==> src/rtl/mem_arbiter.sv <==
// mem_arbiter: shares one memory port between instruction fetch and data access
module mem_arbiter #(
    parameter int STARVE_LIMIT = 4
) (
    input  logic        clk,
    input  logic        rst,
    input  logic        if_req_i,
    input  logic [31:0] if_addr_i,
    input  logic        mem_req_i,
    input  logic        mem_we_i,
    input  logic [31:0] mem_addr_i,
    input  logic [3:0]  mem_sel_i,
    input  logic [31:0] mem_data_i,
    output logic [31:0] if_inst_o,
    output logic        if_done_o,
    output logic [31:0] mem_data_o,
    output logic        mem_done_o,
    output logic        stallreq_o,
    output logic        bus_ce_o,
    output logic        bus_we_o,
    output logic [31:0] bus_addr_o,
    output logic [3:0]  bus_sel_o,
    output logic [31:0] bus_data_o,
    input  logic [31:0] bus_data_i,
    input  logic        bus_ready_i
);
    localparam logic [1:0] IDLE     = 2'd0;
    localparam logic [1:0] IF_BUSY  = 2'd1;
    localparam logic [1:0] MEM_BUSY = 2'd2;
    localparam logic [2:0] LIMIT    = 3'(STARVE_LIMIT);

    logic [1:0] state;
    logic [2:0] starve_cnt;
    logic       turnaround;
    logic       grant_if;
    logic       grant_mem;
    logic       capture;

    // Arbitration: nothing is granted on a done cycle; IF wins a tie only once MEM has starved it
    always_comb begin
        turnaround = if_done_o | mem_done_o;
        grant_if   = (state == IDLE) && !turnaround && if_req_i &&
                     (!mem_req_i || starve_cnt == LIMIT);
        grant_mem  = (state == IDLE) && !turnaround && mem_req_i && !grant_if;
        capture    = (state != IDLE) && bus_ready_i;
    end

    assign stallreq_o = (if_req_i | mem_req_i) & ~(if_done_o | mem_done_o);

    // Sequencer and bus registers: latched on grant, frozen while busy
    always_ff @(posedge clk) begin
        if (rst) begin
            state      <= IDLE;
            bus_ce_o   <= 1'b0;
            bus_we_o   <= 1'b0;
            bus_addr_o <= 32'h0;
            bus_sel_o  <= 4'h0;
            bus_data_o <= 32'h0;
        end else begin
            case (state)
                IDLE: begin
                    if (grant_if) begin
                        state      <= IF_BUSY;
                        bus_ce_o   <= 1'b1;
                        bus_we_o   <= 1'b0;
                        bus_addr_o <= if_addr_i;
                        bus_sel_o  <= 4'hF;
                        bus_data_o <= 32'h0;
                    end else if (grant_mem) begin
                        state      <= MEM_BUSY;
                        bus_ce_o   <= 1'b1;
                        bus_we_o   <= mem_we_i;
                        bus_addr_o <= mem_addr_i;
                        bus_sel_o  <= mem_sel_i;
                        bus_data_o <= mem_data_i;
                    end
                end
                IF_BUSY, MEM_BUSY: begin
                    if (bus_ready_i) begin
                        state    <= IDLE;
                        bus_ce_o <= 1'b0;
                    end
                end
                default: begin
                    state    <= IDLE;
                    bus_ce_o <= 1'b0;
                end
            endcase
        end
    end

    // Results and one-cycle completion pulses; write completions leave mem_data_o untouched
    always_ff @(posedge clk) begin
        if (rst) begin
            if_inst_o  <= 32'h0;
            if_done_o  <= 1'b0;
            mem_data_o <= 32'h0;
            mem_done_o <= 1'b0;
        end else begin
            if_done_o  <= capture && (state == IF_BUSY);
            mem_done_o <= capture && (state == MEM_BUSY);
            if (capture && state == IF_BUSY)
                if_inst_o <= bus_data_i;
            if (capture && state == MEM_BUSY && !bus_we_o)
                mem_data_o <= bus_data_i;
        end
    end

    // Starvation counter: consecutive MEM grants while IF is waiting, saturating at the limit
    always_ff @(posedge clk) begin
        if (rst)
            starve_cnt <= 3'd0;
        else if (grant_if || (state == IDLE && !if_req_i))
            starve_cnt <= 3'd0;
        else if (grant_mem && starve_cnt != LIMIT)
            starve_cnt <= starve_cnt + 3'd1;
    end
endmodule

==> config.mk <==
export PLATFORM = sky130hd
export DESIGN_NAME = mem_arbiter
export DESIGN_NICKNAME = d
export VERILOG_FILES = /design/src/rtl/mem_arbiter.sv
export SDC_FILE = /design/constraint.sdc
export NUM_CORES = 1
export LEC_CHECK = 0
export ABC_AREA = 0
export BUFFER_PORTS_ARGS = -buffer_cell sky130_fd_sc_hd__buf_2
export CAP_MARGIN = 40
export CORE_ASPECT_RATIO = 1.75
export CORE_MARGIN = 5
export CORE_UTILIZATION = 25
export DETAILED_ROUTE_END_ITERATION = 10
export GPL_TIMING_DRIVEN = 0
export PLACE_DENSITY = 0.51
export SYNTH_ARGS = -nofsm -noshare
export SYNTH_HDL_FRONTEND = slang
export SYNTH_SLANG_ARGS = --single-unit
export TNS_END_PERCENT = 5
==> constraint.sdc <==
create_clock -name clk -period 4.15 [get_ports clk]
set_clock_uncertainty 0.1 [all_clocks]
set_input_delay 0.2075 -clock clk [delete_from_list [all_inputs] [get_ports clk]]
set_output_delay 0.2075 -clock clk [all_outputs]
set_load 0.03 [all_outputs]
=== After elaboration in Yosys (flattened, before gate mapping) ===
Index checks and enable logic that the tools add are counted.

* $add $sub $neg: 1
* Eq/ne operators: 6
* Mux-type cells: 16
* Bitwise gates (word level): 4
* Reduce and logical (&&, ||, !) cells: 25

{| class="wikitable"
|+ Operators with widths
! operator !! number
|-
| $mux 32 || 4
|-
| $logic_and 1x1->1 || 11
|-
| $mux 4 || 2
|-
| $mux 2 || 3
|-
| $ne 3x3->1 const B || 2
|-
| $logic_not 1->1 || 5
|-
| $mux 1 || 5
|-
| $pmux 2 s2 || 1
|-
| $reduce_and 2->1 || 2
|-
| $reduce_bool 2->1 || 2
|-
| $reduce_or 2->1 || 2
|-
| $add 3x1->3 const B || 1
|-
| $eq 3x3->1 const B || 1
|-
| $eq 2x1->1 const B || 1
|-
| $eq 2x2->1 const B || 1
|-
| $logic_not 2->1 || 1
|-
| $logic_or 1x1->1 || 2
|-
| $ne 2x2->1 const B || 1
|-
| $or 1x1->1 || 2
|-
| $pmux 1 s2 || 1
|-
| $and 1x1->1 || 1
|-
| $not 1->1 || 1
|}

* Bits in registers: 141
* Input bits: 138
* Output and inout bits: 137
* Logic and storage cells: 63

=== Depth between registers and ports, before layout ===
Gate-level depths: netlist (run 1).

* Word-level depth: 10
* Depth in mapped cells: 8

=== Worst setup path before layout (run 1) ===
Ideal clock, no wire load.

* Kind: flip-flop to flip-flop
* Start: register state[0]
* End: register state[0]
* Arrival: 1.867 ns
* Required time: 3.980 ns
* Slack: 2.113 ns
* Cell stages (with the launch flop): 8
* Path buffers: 1
* Period minus slack after synthesis: 2.037 ns
* Cell sequence: dfxtp_1 inv_1 ha_1 or3b_4 or3_1 buf_2 or3_1 a21oi_1

* Cells in the longest elaborated chain, start to end: 8
* Elaborated cells on any way between the ends: 15

{| class="wikitable"
|+ RTL lines
! element !! line !! text
|-
| from (decl) || 32 || <nowiki>logic [1:0] state;</nowiki>
|-
| from (signal assigned) || 53 || <nowiki>state <= IDLE;</nowiki>
|-
| from (signal assigned) || 63 || <nowiki>state <= IF_BUSY;</nowiki>
|-
| from (signal assigned) || 70 || <nowiki>state <= MEM_BUSY;</nowiki>
|-
| $logic_not 2->1 || 42, 44, 60 ||
|-
| $logic_and 1x1->1 || 42, 44 ||
|-
| $logic_and 1x1->1 (2 in series) || 42 || <nowiki>grant_if = (state == IDLE) && !turnaround && if_req_i &&</nowiki>
|-
| $logic_not 1->1 || 44 || <nowiki>grant_mem = (state == IDLE) && !turnaround && mem_req_i && !grant_if;</nowiki>
|-
| $logic_and 1x1->1 || 44 ||
|-
| $ne 3x3->1 (no source line) || n/a ||
|-
| $reduce_and 2->1 (no source line) || n/a ||
|}

Parallel ways exist; a longest one is shown, timed or not.
A chain may end at the register's enable or synchronous reset.

=== Final worst setup path (run 1) ===
* Start: register state[0]
* End: register bus_addr_o[29]

* Cells in the longest elaborated chain, start to end: 8
* Elaborated cells on any way between the ends: 10

{| class="wikitable"
|+ RTL lines
! element !! line !! text
|-
| $logic_not 2->1 (*) || 42, 44, 60 ||
|-
| $logic_and 1x1->1 || 42, 44 ||
|-
| $logic_and 1x1->1 (2 in series) || 42 ||
|-
| $logic_not 1->1 || 44 ||
|-
| $logic_and 1x1->1 || 44 ||
|-
| $reduce_bool 2->1 (no source line) || n/a ||
|-
| $reduce_and 2->1 (no source line) || n/a ||
|-
| to (signal assigned) || 66 || <nowiki>bus_addr_o <= if_addr_i;</nowiki>
|-
| to (signal assigned) || 73 || <nowiki>bus_addr_o <= mem_addr_i;</nowiki>
|-
| to (decl) || 21 || <nowiki>output logic [31:0] bus_addr_o,</nowiki>
|}

Mark *: on every way between the ends. The rest lies on a longest branch, timed or not.

==> metrics, run 1 <==
Vias/cell around 4.5; CP max FO 10; cell taking the most area after synthesis dfxtp_1; Final setup viols 0; WL met3 1.08 mm; Worst Path Required 4.41 ns; post-cts repair resize count 0; DRT antenna net count 0; final non-filler cell total 1291; Total Power 0.00383 W; highest cell delay on the worst timing path 0.57 ns; Least-Margin Pin Slew approximately 0.62 ns; top cell type's share of synthesized area 55.2%; Placed Instance Area 6790 sq um; vias in the first global route approximately 5900; CP endpoint kind register; Routed WL 20.2 mm; status complete, no violations; sequential fraction of the synthesis area between 50% and 60%; Area Overhead vs Synth 69.4%; fin nets 1172; CTS tree done; gr ovfl total 0; Placed Cells roughly 1100; GRT Overall Usage 16.8%; core area 20200 sq um; fmax 0.335 GHz; syn_area_per_cell 8.46 sq um; CP bufs+invs 3; Die X 118 um; fin crit share 71.9%; final hold vios 0; Die Footprint 23500 sq um; commonest cells in the netlist nand2_1, dfxtp_1, a21oi_1, nor2_1, clkbuf_1; Critical Path AT 3.25 ns; Synth Register Bits ~140; Post-CTS Repair Setup Buffers 0; drt wl/cell 15.7 um; routed vias 5763; first-pass detailed-route iteration total 5; Max Buffers Root-to-Sink 2; row count between 60 and 70; Reg-to-Reg Start state[0]; PortBufs 273; Main synth FF type dfxtp_1; mapped cell area 5110 sq um; post-layout util 42.9%; crit path time final 2.98 ns; r2r worst-path depth 8; synth unique cells 29; Slew Viols, Final 0; Worst Path Class, Setup register to register; post-DP HPWL 14.9 mm; Worst Setup EP bus_addr_o[29]; CTS H-tree depth 4; Final Wtd Congestion just under 0.8; RSZ-0062 raised after global routing false; Syn Inst Count 604; Cell Chain, Critical Path inv_1 -> ha_1 -> or3b_4 -> nor2_2 -> clkbuf_1 -> nor2_1 -> a311oi_1 -> dlygate4sd3_1; MaxCap Viol Count 0; clock insertion delay at the later pin of the skew report 0.41 ns; CP max-delay cell dlygate4sd3_1; power per standard cell area ~440 nW/um^2; asr flop ratio synth 0%; Ports 275; CTS buffer count 17; CTS sink cnt 141; drt first-iter violations 167; DRC viols 0; Pleak 4.01 nW; die height 199 um; largest net degree at the start of global routing 17; reg2reg end bus_addr_o[29]; Root Driver clkbuf_16; first-pass GRT wire length 31.5 mm; hold path depth 3; worst reg2reg setup slack between 1 and 1.5 ns; initial cell density of the core 25.3%; leading cell types by total area after synthesis dfxtp_1, nand2_1, a21oi_1; routed wl met2 10.9 mm; Net Count, Synth 747; initial antenna violation count 1; clock transition at the registers of the reported paths 0.06 ns; filler cell count in the final layout 2145; CP delay by family, top buffers and inverters; cell count along the critical path 8; Critical Path Source state[0]; post-route setup TNS 0 ns; Post-synth EDFFs 0; Hold/Removal Path Class primary input to register; crit path launch type register; proportion of layout cells with a drive suffix above 1 30.1%; hold_buf cts 133; M1 WL roughly 7.4 mm; max_slew headroom 58.4%; fin area approximately 8700 sq um; maximum VDD drop approximately 290 uV; cell with the most instances after synthesis nand2_1; Synth warnings 0; top layer in use met4
final cells by class:
class,instances,area [sq um],area share (%)
well taps,248,310,3.58
inverters,5,18.8,0.217
plain buffers,46,186,2.15
repair buffers,406,2700,31.1
flip-flops and latches,141,2820,32.6
clock inverters,7,63.8,0.737
diodes,1,2.50,0.0289
multi-input cells,412,2080,24.1
clock buffers,25,475,5.49
where the power goes:
part           internal, W  total, W  leakage [nW]  switching [W]
clock network     0.000853   0.00143         0.269       0.000578
logic             0.000356  0.000887          2.59       0.000531
registers          0.00146   0.00151          1.15      0.0000535
total              0.00267   0.00383          4.01        0.00116
worst min path at each step:
stage | startpoint | end | slack (ns)
4_1_cts | bus_ready_i | mem_done_o | 0.009
3_3_place_gp | mem_data_i[9] | bus_data_o[9] | 0.32
3_5_place_dp | mem_data_i[25] | bus_data_o[25] | 0.32
5_1_grt | bus_ready_i | mem_done_o | 0.03
6_report | bus_ready_i | mem_done_o | 0.02
2_1_floorplan | mem_data_i[0] | bus_data_o[0] | 0.23
per-stage QoR:
| stage | setup slack [ns] | hold slack [ns] |
|---|---|---|
| global placement | 1.66 | 0.317 |
| finish | 1.17 | 0.0245 |
| floorplan | 2.11 | 0.233 |
| detailed placement | 1.66 | 0.322 |
| global route | 0.928 | 0.0339 |
| CTS | 1.09 | 0.00858 |
state kept, by name (all words and copies together) (netlist names), 2 cells and up:
name / flops
bus_addr_o: 32
bus_data_o: 32
bus_sel_o: 4
if_inst_o: 32
mem_data_o: 32
starve_cnt: 3
state: 2
kinds of logic after synthesis:
group | Yosys count | synth area share, %
AOI/OAI and AO/OA | 141 | 18.7
xor gates and xnor gates | 2 | 0.343
buffers and inverters | 51 | 4.01
and+or+nand+nor | 264 | 20.5
DFF | 141 | 55.2
adders and majority gates | 5 | 1.22
tightest hold or removal path: stages:
cell      delay, ns
buf_2          0.12
nand3b_1       0.12
nor2_1         0.04
metal layers:
layer / up-vias / track usage [%]
met2: 187 / 30.9
met3: 45 / 4.53
met5: - / 0
li1: 2902 / -
met1: 2629 / 17.4
met4: 0 / 8.50
cell usage in the layout, fill, tap and decap left out:
cell	Yosys	layout
clkbuf_16	0	17
ha_1	5	5
buf_1	1	1
or3b_4	1	1
a22o_1	33	33
o211ai_1	1	1
nor2b_1	1	1
nand2_1	196	196
nor2_2	1	1
xnor2_1	1	1
bufinv_16	0	1
nor3_1	5	5
a21boi_0	1	1
inv_1	5	5
clkbuf_1	34	40
clkinv_4	0	1
xor2_1	1	1
or2_2	1	1
clkinv_2	0	5
dlygate4sd3_1	0	133
a21oi_1	69	69
clkbuf_8	0	2
nand3b_1	2	2
o21ai_0	4	4
nor3_2	1	1
nor3b_1	1	1
or3_1	2	2
dfxtp_1	141	141
diode_2	0	1
and3b_1	1	1
nor2_1	48	48
nand2b_1	1	1
nand3_1	3	3
o31a_1	1	1
buf_2	11	284
a311oi_1	32	32
Power figures use the tool's default switching activity.
==> run 2, diff against run 1 <==
clock period = 2.9 ns   (was 4.15 ns; I/O delays follow)
==> metrics, run 2 (synthesis results as in run 1) <==
Routed WL 20.5 mm; Clock power frac 37.8%; reg2reg end bus_addr_o[18]; Worst Path Class, Setup register to register; MaxCap Viol Count 0; Final setup viols 0; Worst Path Required 3.12 ns; Placed Instance Area slightly below 7000 sq um; Int Power approximately 0.0038 W; fmax 0.409 GHz; CP max-delay cell nor3_2; fin nets 1173; Critical Path AT 2.67 ns; Max Buffers Root-to-Sink 2; drt first-iter violations 157; worst reg2reg setup slack 0.46 ns; switching pwr 0.00166 W; Reg-to-Reg Start state[0]; crit path launch type register; initial cell density of the core about a quarter; Cell Chain, Critical Path inv_1 -> ha_1 -> or3b_4 -> nor3_2 -> buf_2 -> nand2_1 -> a311oi_1; r2r worst-path depth 7; Pleak 3.97 nW; clock transition at the registers of the reported paths ~0.060 ns; DRC viols 0; post-layout util 42.9%; maximum VDD drop 408 uV; power per standard cell area 625 nW/um^2; routed vias between 5000 and 6000; most frequent cells in the layout buf_2, nand2_1, dfxtp_1, dlygate4sd3_1, a21oi_1; row count 69; most common cell after layout, fill and taps aside buf_2; post-DP HPWL 14.9 mm; Worst Setup EP bus_addr_o[18]; CP max FO 10; post-route setup TNS 0 ns; Post-CTS Repair Setup Buffers 0; CTS buffer count 17; Hold/Removal Path Class primary input to register; fin crit share between 80% and 90%; Die Footprint 23500 sq um; fin area 8670 sq um; initial antenna violation count 0; vias in the first global route between 6000 and 7000; Combinational Power Share between 20% and 30%; die height between 150 and 200 um; Final Wtd Congestion 0.774; Least-Margin Pin Slew ~0.63 ns; filler cell count in the final layout between 2000 and 2500; CP bufs+invs 2; cell count along the critical path 7; PortBufs 273; Inserted Diodes 0; Vias/cell 4.47; Slew Viols, Final 0; RSZ-0062 raised after global routing false; GRT Overall Usage ~17%; Area Overhead vs Synth 69.6%; first-pass GRT wire length 31.8 mm; proportion of layout cells with a drive suffix above 1 approximately 30%; max_slew headroom 57.9%; Sequential Power Share 40.0%; CP endpoint kind register; Ports ~280; gr ovfl total 0; CTS tree done; Critical Path Source state[0]; Die X 118 um; status complete, no violations; final hold vios 0; core area 20200 sq um; crit path time final 2.44 ns; Sw Share 30.6%; largest net degree at the start of global routing 17; DRT antenna net count 0; drt wl/cell 15.9 um; clock insertion delay at the later pin of the skew report 0.42 ns; CP delay by family, top simple AND/OR/NAND/NOR gates; CTS H-tree depth 4; Total Power roughly 0.0054 W; Root Driver clkbuf_16; CTS sink cnt 141; first-pass detailed-route iteration total 5; highest cell delay on the worst timing path between 0.4 and 0.5 ns
## run 2: cell count changes in the layout (fill, tap and decap cells not counted)
cell           before  now
diode_2             1    0
dlygate4sd3_1     133  134
## run 2: routing by layer
metal / vias to the layer above / GRT usage [%] / share of wire, %
met4: 0 / 9.18 / 4.2
met2: 195 / 31.1 / 54
met1: 2620 / 17.5 / 37
met5: - / 0 / 0
met3: 55 / 4.59 / 5.3
li1: 2903 / - / -
## run 2: cell type report
| class | instances | area, sq um | share of cell area [%] |
|---|---|---|---|
| flip-flops and latches | 141 | 2820 | 32.6 |
| plain buffers | 46 | 186 | 2.15 |
| multi-input cells | 412 | 2080 | 24.0 |
| clock inverters | 7 | 63.8 | 0.736 |
| well taps | 248 | 310 | 3.58 |
| repair buffers | 407 | 2710 | 31.2 |
| clock buffers | 25 | 475 | 5.48 |
| inverters | 5 | 18.8 | 0.216 |
## run 2: power by group through the flow
stage,registers (W),logic (W),clock network [W]
2_1_floorplan,0.00249,0.000373,0
3_3_place_gp,0.00220,0.00107,0
3_5_place_dp,0.00221,0.00107,0
4_1_cts,0.00217,0.00121,0.00212
5_1_grt,0.00219,0.00131,0.00220
6_report,0.00217,0.00120,0.00205
## run 2: worst min-delay path by stage
stage          slack (ns)      startpoint  cells after the start              to
2_1_floorplan        0.17   mem_data_i[0]                      1   bus_data_o[0]
4_1_cts              0.13       mem_req_i                      4    bus_sel_o[1]
6_report             0.15       mem_req_i                      4    bus_sel_o[0]
5_1_grt              0.20       mem_req_i                      4    bus_sel_o[0]
3_3_place_gp         0.25   mem_data_i[9]                      2   bus_data_o[9]
3_5_place_dp         0.26  mem_data_i[25]                      2  bus_data_o[25]
## run 2: repair_timing
| item | CTS | global route |
|---|---|---|
| hold buffers | 134 | 0 |
| resized for setup | 0 | 0 |
| hold endpoints to repair | 134 | 0 |
| setup endpoints to repair | 0 | 0 |
## run 2: worst reg2reg max path: stages (launching register included)
cell      delay, ns
dfxtp_1        0.32
inv_1          0.08
ha_1           0.26
or3b_4         0.43
nor3_2         0.45
buf_2          0.34
nand2_1        0.09
a311oi_1       0.28
## run 2: per-stage QoR
stage	worst slack [ns]	instances	hold slack [ns]
2_1_floorplan	0.863	604	0.171
3_3_place_gp	0.408	1125	0.254
3_5_place_dp	0.408	1125	0.259
4_1_cts	0.359	1291	0.132
5_1_grt	0.169	1291	0.202
6_report	0.456	1291	0.148
==> run 3, diff against run 2 <==
clock period = 2.4 ns   (was 2.9 ns; I/O delays follow)
==> metrics, run 3 (synthesis results as in run 1) <==
most frequent cells in the layout buf_2, nand2_1, dfxtp_1, dlygate4sd3_1, a21oi_1; Worst Path Class, Setup register to register; CTS buffer count 17; vias in the first global route 6035; core area 20200 sq um; Hold/Removal Path Class primary input to register; DRC viols 0; Total Power 0.00656 W; clock transition at the registers of the reported paths 0.06 ns; final hold vios 0; drt wl/cell 15.9 um; Sequential Power Share 39.9%; largest net degree at the start of global routing 17; first-pass detailed-route iteration total 6; Register Area 2820 sq um; Clock power frac 37.7%; Placed Instance Area 6790 sq um; initial cell density of the core 25.3%; Pleak around 4 nW; die height 199 um; most common cell after layout, fill and taps aside buf_2; routed vias 5809; Critical Path AT ~2.4 ns; Vias/cell 4.50; Slew Viols, Final 0; Least-Margin Pin Slew roughly 0.60 ns; max_slew headroom about three fifths; PortBufs between 200 and 300; Area Overhead vs Synth 70.4%; Routed WL 20.5 mm; Worst Path Required approximately 2.6 ns; row count 69; Multi-input gate area 2110 sq um; fin area 8710 sq um; CTS H-tree depth 4; crit path launch type register; Sw Share 30.6%; DRT antenna net count 0; status complete, no violations; switching pwr 0.00201 W; gr ovfl total 0; CP max FO 10; CP endpoint kind register; RSZ-0062 raised after global routing false; power per standard cell area 753 nW/um^2; Final Wtd Congestion a little under 0.8; Root Driver clkbuf_16; Die X 118 um; Int Power approximately 0.0046 W; Max Buffers Root-to-Sink 2; Die Footprint 23500 sq um; fin crit share 93.1%; crit path time final 2.23 ns; maximum VDD drop 493 uV; Ports 275; fin nets about 1200; fmax 0.448 GHz; GRT Overall Usage 17.0%; Final setup viols 0; first-pass GRT wire length 31.8 mm; Combinational Power Share ~22%; MaxCap Viol Count 0; filler cell count in the final layout 2098; proportion of layout cells with a drive suffix above 1 31.1%; drt first-iter violations 158; post-DP HPWL 14.9 mm; CTS sink cnt 141; Inserted Diodes 0; CTS tree done; initial antenna violation count 0; clock insertion delay at the later pin of the skew report 0.41 ns
-- run 3: cell count changes in the layout (fill, tap and decap cells not counted), sizes merged --
cell and change:
clkbuf +1
-- run 3: timing repair --
action	4_1_cts	5_1_grt
endpoints found under the hold margin	134	0
setup endpoints to repair	63	61
hold buffers	134	0
resized for setup	4	15
pin swaps	0	1
buffers inserted	0	1
-- run 3: final timing paths --
| kind | start | to | slack, ns | cells past startpoint |
|---|---|---|---|---|
| max | state[0] | bus_addr_o[18] | 0.17 | 8 |
| min | mem_req_i | starve_cnt[1] | 0.11 | 4 |
| max reg2reg | state[0] | bus_addr_o[18] | 0.17 | 8 |
| min reg2reg | mem_data_o[21] | mem_data_o[21] | 0.35 | 2 |
-- run 3: through the flow --
step / std cells / utilization [%] / TNS (ns) / worst slack, ns / hold slack (ns)
floorplan: 604 / - / 0 / 0.363 / 0.146
global placement: 1125 / 33.6 / -2.42 / -0.0924 / 0.229
detailed placement: 1125 / 33.6 / -2.77 / -0.0923 / 0.234
CTS: 1291 / 43.0 / 0 / 0.000517 / 0.0947
global route: 1292 / 43.1 / 0 / 0.0218 / 0.125
finish: 1292 / 43.1 / 0 / 0.166 / 0.115
-- run 3: layout make-up --
class / count / share of cell area (%)
flip-flops and latches: 141 / 32.4
repair buffers: 408 / 31.2
multi-input cells: 412 / 24.2
clock buffers: 25 / 5.46
well taps: 248 / 3.56
plain buffers: 46 / 2.25
clock inverters: 7 / 0.732
inverters: 5 / 0.215
-- run 3: power groups by stage --
stage          registers, W  logic, W  clock network [W]
5_1_grt             0.00264   0.00160            0.00266
3_5_place_dp        0.00267   0.00129                  0
3_3_place_gp        0.00266   0.00129                  0
4_1_cts             0.00262   0.00147            0.00256
6_report            0.00262   0.00147            0.00247
2_1_floorplan       0.00301  0.000450                  0
-- run 3: critical path, stage by stage (launching register included) --
cell and delay, ns:
dfxtp_1 0.32, inv_1 0.08, ha_2 0.23, or3b_4 0.44, or3_1 0.35, buf_2 0.17, buf_2 0.21, nand2_1 0.09
a311oi_1 0.09
-- run 3: per-layer routing --
layer  part of all wire (%)  wire, um  vias up  track usage, %
met3                    5.2      1070       56            4.59
li1                       -         -     2903               -
met5                      0         0        -               0
met1                     36      7470     2654            17.5
met2                     54     11100      196            31.1
met4                    4.2       862        0            9.18
